<file path="src/rtl/db_multi_pkg.sv">
// Shared types for the multi-channel debouncer: per-channel FSM state encoding.
package db_multi_pkg;

    typedef enum logic [1:0] {
        ST_ZERO  = 2'd0,
        ST_WAIT1 = 2'd1,
        ST_ONE   = 2'd2,
        ST_WAIT0 = 2'd3
    } db_state_e;

endpackage

</file>
<file path="src/rtl/db_multi_chan.sv">
// One debounce channel: input synchroniser, confirm FSM with sample counter,
// registered debounced level and one-cycle rise/fall pulses.
module db_multi_chan
    import db_multi_pkg::*;
#(
    parameter int N_SAMPLES   = 3,
    parameter int SYNC_STAGES = 2
) (
    input  logic       clk,
    input  logic       reset,
    input  logic       sw,
    input  logic       m_tick,
    output logic       db,
    output logic       db_rise,
    output logic       db_fall,
    output logic [1:0] dbg_state
);

    localparam int CNT_W = $clog2(N_SAMPLES + 1);

    logic [SYNC_STAGES-1:0] sync_q, sync_d;
    db_state_e              state_q, state_d;
    logic [CNT_W-1:0]       cnt_q, cnt_d;
    logic                   db_q, db_d;
    logic                   rise_q, rise_d;
    logic                   fall_q, fall_d;
    logic                   sw_s;
    logic [CNT_W-1:0]       cnt_inc;
    logic                   confirm;

    assign sw_s    = sync_q[SYNC_STAGES-1];
    assign cnt_inc = cnt_q + CNT_W'(1);
    assign confirm = (cnt_inc == CNT_W'(N_SAMPLES));

    always_comb begin
        sync_d  = {sync_q[SYNC_STAGES-2:0], sw};
        state_d = state_q;
        cnt_d   = cnt_q;
        db_d    = db_q;
        rise_d  = 1'b0;
        fall_d  = 1'b0;
        // In the WAIT states an abort takes priority over a coincident tick.
        case (state_q)
            ST_ZERO: begin
                if (sw_s) begin
                    state_d = ST_WAIT1;
                    cnt_d   = '0;
                end
            end
            ST_WAIT1: begin
                if (!sw_s) begin
                    state_d = ST_ZERO;
                    cnt_d   = '0;
                end else if (m_tick) begin
                    if (confirm) begin
                        state_d = ST_ONE;
                        cnt_d   = '0;
                        db_d    = 1'b1;
                        rise_d  = 1'b1;
                    end else begin
                        cnt_d = cnt_inc;
                    end
                end
            end
            ST_ONE: begin
                if (!sw_s) begin
                    state_d = ST_WAIT0;
                    cnt_d   = '0;
                end
            end
            ST_WAIT0: begin
                if (sw_s) begin
                    state_d = ST_ONE;
                    cnt_d   = '0;
                end else if (m_tick) begin
                    if (confirm) begin
                        state_d = ST_ZERO;
                        cnt_d   = '0;
                        db_d    = 1'b0;
                        fall_d  = 1'b1;
                    end else begin
                        cnt_d = cnt_inc;
                    end
                end
            end
            default: begin
                state_d = ST_ZERO;
                cnt_d   = '0;
                db_d    = 1'b0;
            end
        endcase
    end

    always_ff @(posedge clk) begin
        if (reset) begin
            sync_q  <= '0;
            state_q <= ST_ZERO;
            cnt_q   <= '0;
            db_q    <= 1'b0;
            rise_q  <= 1'b0;
            fall_q  <= 1'b0;
        end else begin
            sync_q  <= sync_d;
            state_q <= state_d;
            cnt_q   <= cnt_d;
            db_q    <= db_d;
            rise_q  <= rise_d;
            fall_q  <= fall_d;
        end
    end

    assign db        = db_q;
    assign db_rise   = rise_q;
    assign db_fall   = fall_q;
    assign dbg_state = state_q;

endmodule

</file>
<file path="src/rtl/db_multi.sv">
// N-channel switch debouncer: one shared free-running sample tick feeding
// independent per-channel debounce FSMs.
module db_multi
    import db_multi_pkg::*;
#(
    parameter int N_CH        = 4,
    parameter int TICK_BITS   = 20,
    parameter int N_SAMPLES   = 3,
    parameter int SYNC_STAGES = 2
) (
    input  logic              clk,
    input  logic              reset,
    input  logic [N_CH-1:0]   sw,
    output logic [N_CH-1:0]   db,
    output logic [N_CH-1:0]   db_rise,
    output logic [N_CH-1:0]   db_fall,
    output logic              dbg_tick,
    output logic [2*N_CH-1:0] dbg_state
);

    logic [TICK_BITS-1:0] tick_cnt_q, tick_cnt_d;
    logic                 m_tick;

    // Tick fires on the all-ones count, so the first one lands
    // 2^TICK_BITS-1 cycles after reset release.
    assign m_tick   = &tick_cnt_q;
    assign dbg_tick = m_tick;

    always_comb begin
        tick_cnt_d = tick_cnt_q + TICK_BITS'(1);
    end

    always_ff @(posedge clk) begin
        if (reset) begin
            tick_cnt_q <= '0;
        end else begin
            tick_cnt_q <= tick_cnt_d;
        end
    end

    for (genvar i = 0; i < N_CH; i++) begin : g_chan
        db_multi_chan #(
            .N_SAMPLES  (N_SAMPLES),
            .SYNC_STAGES(SYNC_STAGES)
        ) u_chan (
            .clk      (clk),
            .reset    (reset),
            .sw       (sw[i]),
            .m_tick   (m_tick),
            .db       (db[i]),
            .db_rise  (db_rise[i]),
            .db_fall  (db_fall[i]),
            .dbg_state(dbg_state[2*i +: 2])
        );
    end

endmodule
</file>
<file path="config.mk">
export PLATFORM = sky130hd
export DESIGN_NAME = db_multi
export DESIGN_NICKNAME = d
export VERILOG_FILES = /design/src/rtl/db_multi_pkg.sv /design/src/rtl/db_multi_chan.sv /design/src/rtl/db_multi.sv
export SDC_FILE = /design/constraint.sdc
export NUM_CORES = 1
export LEC_CHECK = 0
export CAP_MARGIN = 40
export CORE_UTILIZATION = 50
export CTS_CLUSTER_SIZE = 25
export DETAILED_ROUTE_END_ITERATION = 16
export MAX_ROUTING_LAYER = met4
export PLACE_DENSITY = 0.83
export REMOVE_ABC_BUFFERS = 1
export SYNTH_ARGS = -nofsm -noshare
export SYNTH_HDL_FRONTEND = slang
export SYNTH_SLANG_ARGS = --single-unit
</file>
<file path="constraint.sdc">
create_clock -name clk -period 2.1 [get_ports clk]
set_input_delay 0.525 -clock clk [delete_from_list [all_inputs] [get_ports clk]]
set_output_delay 0.525 -clock clk [all_outputs]
set_load 0.01 [all_outputs]
</file>
=== Word level (Yosys, flattened, before mapping) ===
Cells that the tools add are included.

* $add $sub $neg: 5
* Equality and inequality tests: 64
* Mux-type cells: 100
* Bitwise gates (word level): 12
* Reduce and logical (&&, ||, !) cells: 29

{| class="wikitable"
|+ Operator list
! kind !! count
|-
| $mux 2 || 56
|-
| $pmux 2 s4 || 8
|-
| $mux 1 || 32
|-
| $ne 2x1->1 const B || 16
|-
| $ne 2x2->1 const B || 16
|-
| $reduce_and 7->1 || 4
|-
| $eq 2x2->1 const B || 12
|-
| $ne 3x3->1 const B || 8
|-
| $reduce_and 6->1 || 4
|-
| $reduce_or 3->1 || 8
|-
| $add 20x1->20 const B || 1
|-
| $reduce_and 20->1 || 1
|-
| $ne 3x1->1 const B || 4
|-
| $ne 3x2->1 const B || 4
|-
| $not 1->1 || 12
|-
| $add 2x1->2 const B || 4
|-
| $eq 2x1->1 const B || 4
|-
| $logic_not 2->1 || 4
|-
| $pmux 1 s2 || 4
|-
| $reduce_and 2->1 || 4
|-
| $reduce_bool 2->1 || 4
|}

* Bits in registers: 56
* Input bits: 6
* Output and inout port bits: 21
* Logic and storage cells: 235

=== Logic depth before layout (Yosys ltp) ===
Gate-level depths: netlist of run 1.

* Depth after elaboration: 6
* Depth in mapped cells: 7

=== Cells and area by module ===
From an unflattened synthesis of run 1, not the netlist that was laid out.

* Cell total of the unflattened synthesis: 249
* Area, all modules: 2329.7 um^2

{| class="wikitable"
|+ Modules (own cells, without submodules)
! module !! instances !! cells each !! area each (um^2) !! sequential area each (um^2)
|-
| db_multi_chan || 4 || 37 || 364.1 || 180.2
|-
| db_multi || 1 || 101 || 873.3 || 400.4
|}

=== Least setup slack after synthesis of run 1 ===
No wires, ideal clock.

* Path kind: reg2out
* Start point: register tick_cnt_q[0]
* End point: output port dbg_tick
* Arrival: 1.457 ns
* Slack: 0.118 ns
* Cell stages (with the launch flop): 6
* Path through: dfxtp_1 -> ha_1 -> nand3_4 -> nor3_1 -> nand2_1 -> inv_1

* Longest elaborated chain between the ends: 1

{| class="wikitable"
|+ RTL lines
! element !! RTL line !! source
|-
| from (decl) || db_multi.sv:21 || <nowiki>logic [TICK_BITS-1:0] tick_cnt_q, tick_cnt_d;</nowiki>
|-
| from (signal assigned) || db_multi.sv:37 || <nowiki>tick_cnt_q <= tick_cnt_d;</nowiki>
|-
| $reduce_and 20->1 || db_multi.sv:26 || <nowiki>assign m_tick = &tick_cnt_q;</nowiki>
|-
| to (decl) || db_multi.sv:17 || <nowiki>output logic dbg_tick,</nowiki>
|}

Every way passes these cells.

=== Worst setup path after layout of run 1 ===
* Start point: register tick_cnt_q[0]
* End point: register g_chan[2].u_chan.rise_q

* Longest elaborated chain between the ends: 2

{| class="wikitable"
|+ RTL lines
! element !! RTL line !! source
|-
| $reduce_and 20->1 || db_multi.sv:26 ||
|-
| $mux 1 || n/a ||
|-
| to (signal assigned) || db_multi_chan.sv:107 || <nowiki>rise_q <= rise_d;</nowiki>
|-
| to (decl) || db_multi_chan.sv:25 || <nowiki>logic rise_q, rise_d;</nowiki>
|}

Every way passes these cells.
A chain may end at the register's enable or synchronous reset.

==> results of run 1 <==
## registers in the layout, indices dropped and copies added, names as in the netlist, named ones only
signal / flops
g_chan.u_chan.cnt_q: 8
g_chan.u_chan.db: 4
g_chan.u_chan.db_fall: 4
g_chan.u_chan.db_rise: 4
g_chan.u_chan.dbg_state: 4
g_chan.u_chan.sync_q: 8
tick_cnt_q: 20
## metrics by stage
stage | setup slack, ns | setup TNS (ns) | total power [W] | std cells
2_1_floorplan | -0.416 | -1.21 | 0.00116 | 261
3_3_place_gp | -0.0365 | -0.0365 | 0.00123 | 384
3_5_place_dp | -0.0588 | -0.0588 | 0.00123 | 384
4_1_cts | 0.00999 | 0 | 0.00192 | 392
5_1_grt | 0.00412 | 0 | 0.00197 | 393
6_report | 0.0741 | 0 | 0.00190 | 393
## layout by cell type, fill, tap and decap left out, types with 5 or more instances in the layout
cell,Yosys,layout
o21ai_0,10,10
clkdlybuf4s50_1,0,24
nand2_1,16,15
clkbuf_8,0,5
or4b_2,5,5
a21oi_1,10,10
xor2_1,5,5
dfxtp_1,56,54
inv_1,8,8
nor3_1,12,10
o31ai_1,11,11
xnor2_1,13,13
buf_4,12,31
nand3_1,6,6
nand4_1,15,15
nor4_1,7,7
or4_1,7,6
nor2_1,20,20
nor2b_1,11,11
## worst max path at each step
stage | to | slack (ns) | start
floorplan | dbg_tick | -0.42 | tick_cnt_q[0]
global placement | dbg_tick | -0.04 | tick_cnt_q[0]
detailed placement | dbg_tick | -0.06 | tick_cnt_q[0]
CTS | g_chan[2].u_chan.db_rise | 0.01 | tick_cnt_q[6]
global route | g_chan[3].u_chan.db | 0.004 | tick_cnt_q[13]
finish | g_chan[2].u_chan.db_rise | 0.07 | tick_cnt_q[0]
## layer usage
| layer | vias to the layer above | wire (um) |
|---|---|---|
| li1 | 1110 | - |
| met1 | 1050 | 2470 |
| met2 | 54 | 2710 |
| met3 | 12 | 232 |
| met4 | 0 | 92 |
| met5 | - | 0 |
## worst max-delay path, stage by stage, from the launching register on
cell and delay (ns):
dfxtp_1 0.34, ha_2 0.21, nand3_4 0.09, buf_4 0.17
or3_4 0.43, or4_4 0.55, nor3b_2 0.17
## layout make-up
class	instances	share of cell area, %
multi-input cells	197	41.7
flip-flops and latches	56	35.8
repair buffers	57	15.4
well taps	67	2.67
clock buffers	6	2.31
clock inverters	2	1.12
inverters	8	0.958
## report_power, final
group | switching, W | total, W | internal [W]
clock network | 0.000335 | 0.000689 | 0.000354
registers | 0.0000174 | 0.00110 | 0.00108
logic | 0.0000521 | 0.000109 | 0.0000574
## kinds of logic after synthesis
family / count (synthesis) / share of synthesized area, %
fa+ha+maj: 1 / 0.485
compound gates: 46 / 11.4
simple gates: 132 / 31.4
buf+inv: 34 / 7.08
xor+xnor: 18 / 6.11
flops: 56 / 43.5
## repair_timing
| action | in CTS | in global routing |
|---|---|---|
| gates resized for setup | 7 | 6 |
| endpoints found under the setup margin | 1 | 8 |
| hold endpoints to repair | 0 | 0 |
| pin swaps | 2 | 2 |
| setup buffers | 0 | 1 |
==> run summary, run 1 <==
Worst reg2reg startpoint: tick_cnt_q[0]
Post-synth top area cell: dfxtp_1
Post-synthesis register bit count: 56
Max VDD drop: 0.448 mV
Pre-Repair DR Iteration Count: 4
Multi-input gate area: 1310 sq um
Core area: 4850 sq um
Post-synthesis sequential area ratio: 43.5%
FF+latch area: 1120 sq um
Hold endpoint: g_chan[3].u_chan.sync_q[1]
Met3 usage: 5.90%
Max_cap viols: 0
Reg2reg end: g_chan[2].u_chan.db_rise
Routed WL: 5500 um
Placement Cell Area: 2990 sq um
Initial DRC count: 221
Min-delay src: g_chan[3].u_chan.sync_q[0]
Num CTS Buffers: 5
Port Buf Inserts: 26
R2R setup slack: 0.07 ns
Ant diodes: 0
Reg2Reg Depth: 6
Nets: 332
Clock transition at the registers of the reported paths: 0.10 ns
Max Slew Vio Count: 0
Fin crit period: 2.03 ns
Mapped Area: 2580 sq um
Final Core Density: 64.7%
Cells after synthesis: 287
Warnings, synthesis: 0
Via-per-instance ratio: 5.66
Hold buffer count at cts: 0
Status: finished clean
Final instance area: 3140 sq um
Top cells by count, synth: dfxtp_1 (56), nor2_1 (20), nand2_1 (16)
Largest net degree at the start of global routing: 26
CTS H-tree lvls: 2
Final GP Congestion: 0.834
Startpoint Class: register
Grt ovf: 0
Met2 GRT Util: 35.8%
Hold Violations, Final: 0
P per Cell Area: 606 nW/um^2
Main flop type after synthesis: dfxtp_1
Most Used Layer, Global Route: met2
Initial Util: 53.2%
IO Count: 27
Initial antenna violation count: 0
RSZ-0062 raised after global routing: false
Syn_area_per_cell: 8.99 sq um
Die X: 73.8 um
CP Max Fanout: 16
Area Growth Syn to Fin: 21.5%
Clock Sinks: 56
Area contributors post-synth: dfxtp_1 (43%), xnor2_1 (4.4%), nand4_1 (3.6%)
Via count: 2226
Rows: 25
Final worst path period share: 96.5%
Post-synthesis cell type count: 45
Setup violations, final: 0
Worst Hold Class: register to register
Met1 global-route usage: 28.5%
Routed Antenna Nets: 0
CTS root buffer: clkbuf_8
Post-synth EDFFs: 0
CTS tree: built
DR WL/cell: 14.0 um
All-Layer GR Usage: 22.8%
Worst EP required: 2.35 ns
Share of cells above drive strength 1: 19.3%
Vias in the first global route: 1988
WS Path Type: register to register
Worst skew pair latency: 0.31 ns
Top-area cell type share of the netlist area: 43.5%
Slew headroom: 63.5%
Ys async rst share: 0%
Pleak: 1.07 nW
DRC viols: 0
HPWL Detailed: 3830 um
Global-route wire length before repair: 9250 um
Clock buffer depth: 2
Max Clk Rate: 494 MHz
Total die area: 5450 sq um
Hold slack: 0.445 ns
Worst hold path cell count: 1
Cell with the most instances after synthesis: dfxtp_1
Worst Clk Skew: 0.0102 ns
CP Data Arrival Time: 2.28 ns
CP Capture Type: register
Filler instances: 383
Die H: 73.8 um
Slew @ Worst Pin: 0.542 ns
(Power assumes the default switching activity.)
==> run 2: changes to the inputs <==
--- a/config.mk
+++ b/config.mk
@@ -9,6 +9,7 @@
 export CORE_UTILIZATION = 50
 export CTS_CLUSTER_SIZE = 25
 export DETAILED_ROUTE_END_ITERATION = 16
+export HOLD_SLACK_MARGIN = 0.08
 export MAX_ROUTING_LAYER = met4
 export PLACE_DENSITY = 0.83
 export REMOVE_ABC_BUFFERS = 1
==> results of run 2 <==
No change in the layout: final DEF, timing and power equal those of run 1.
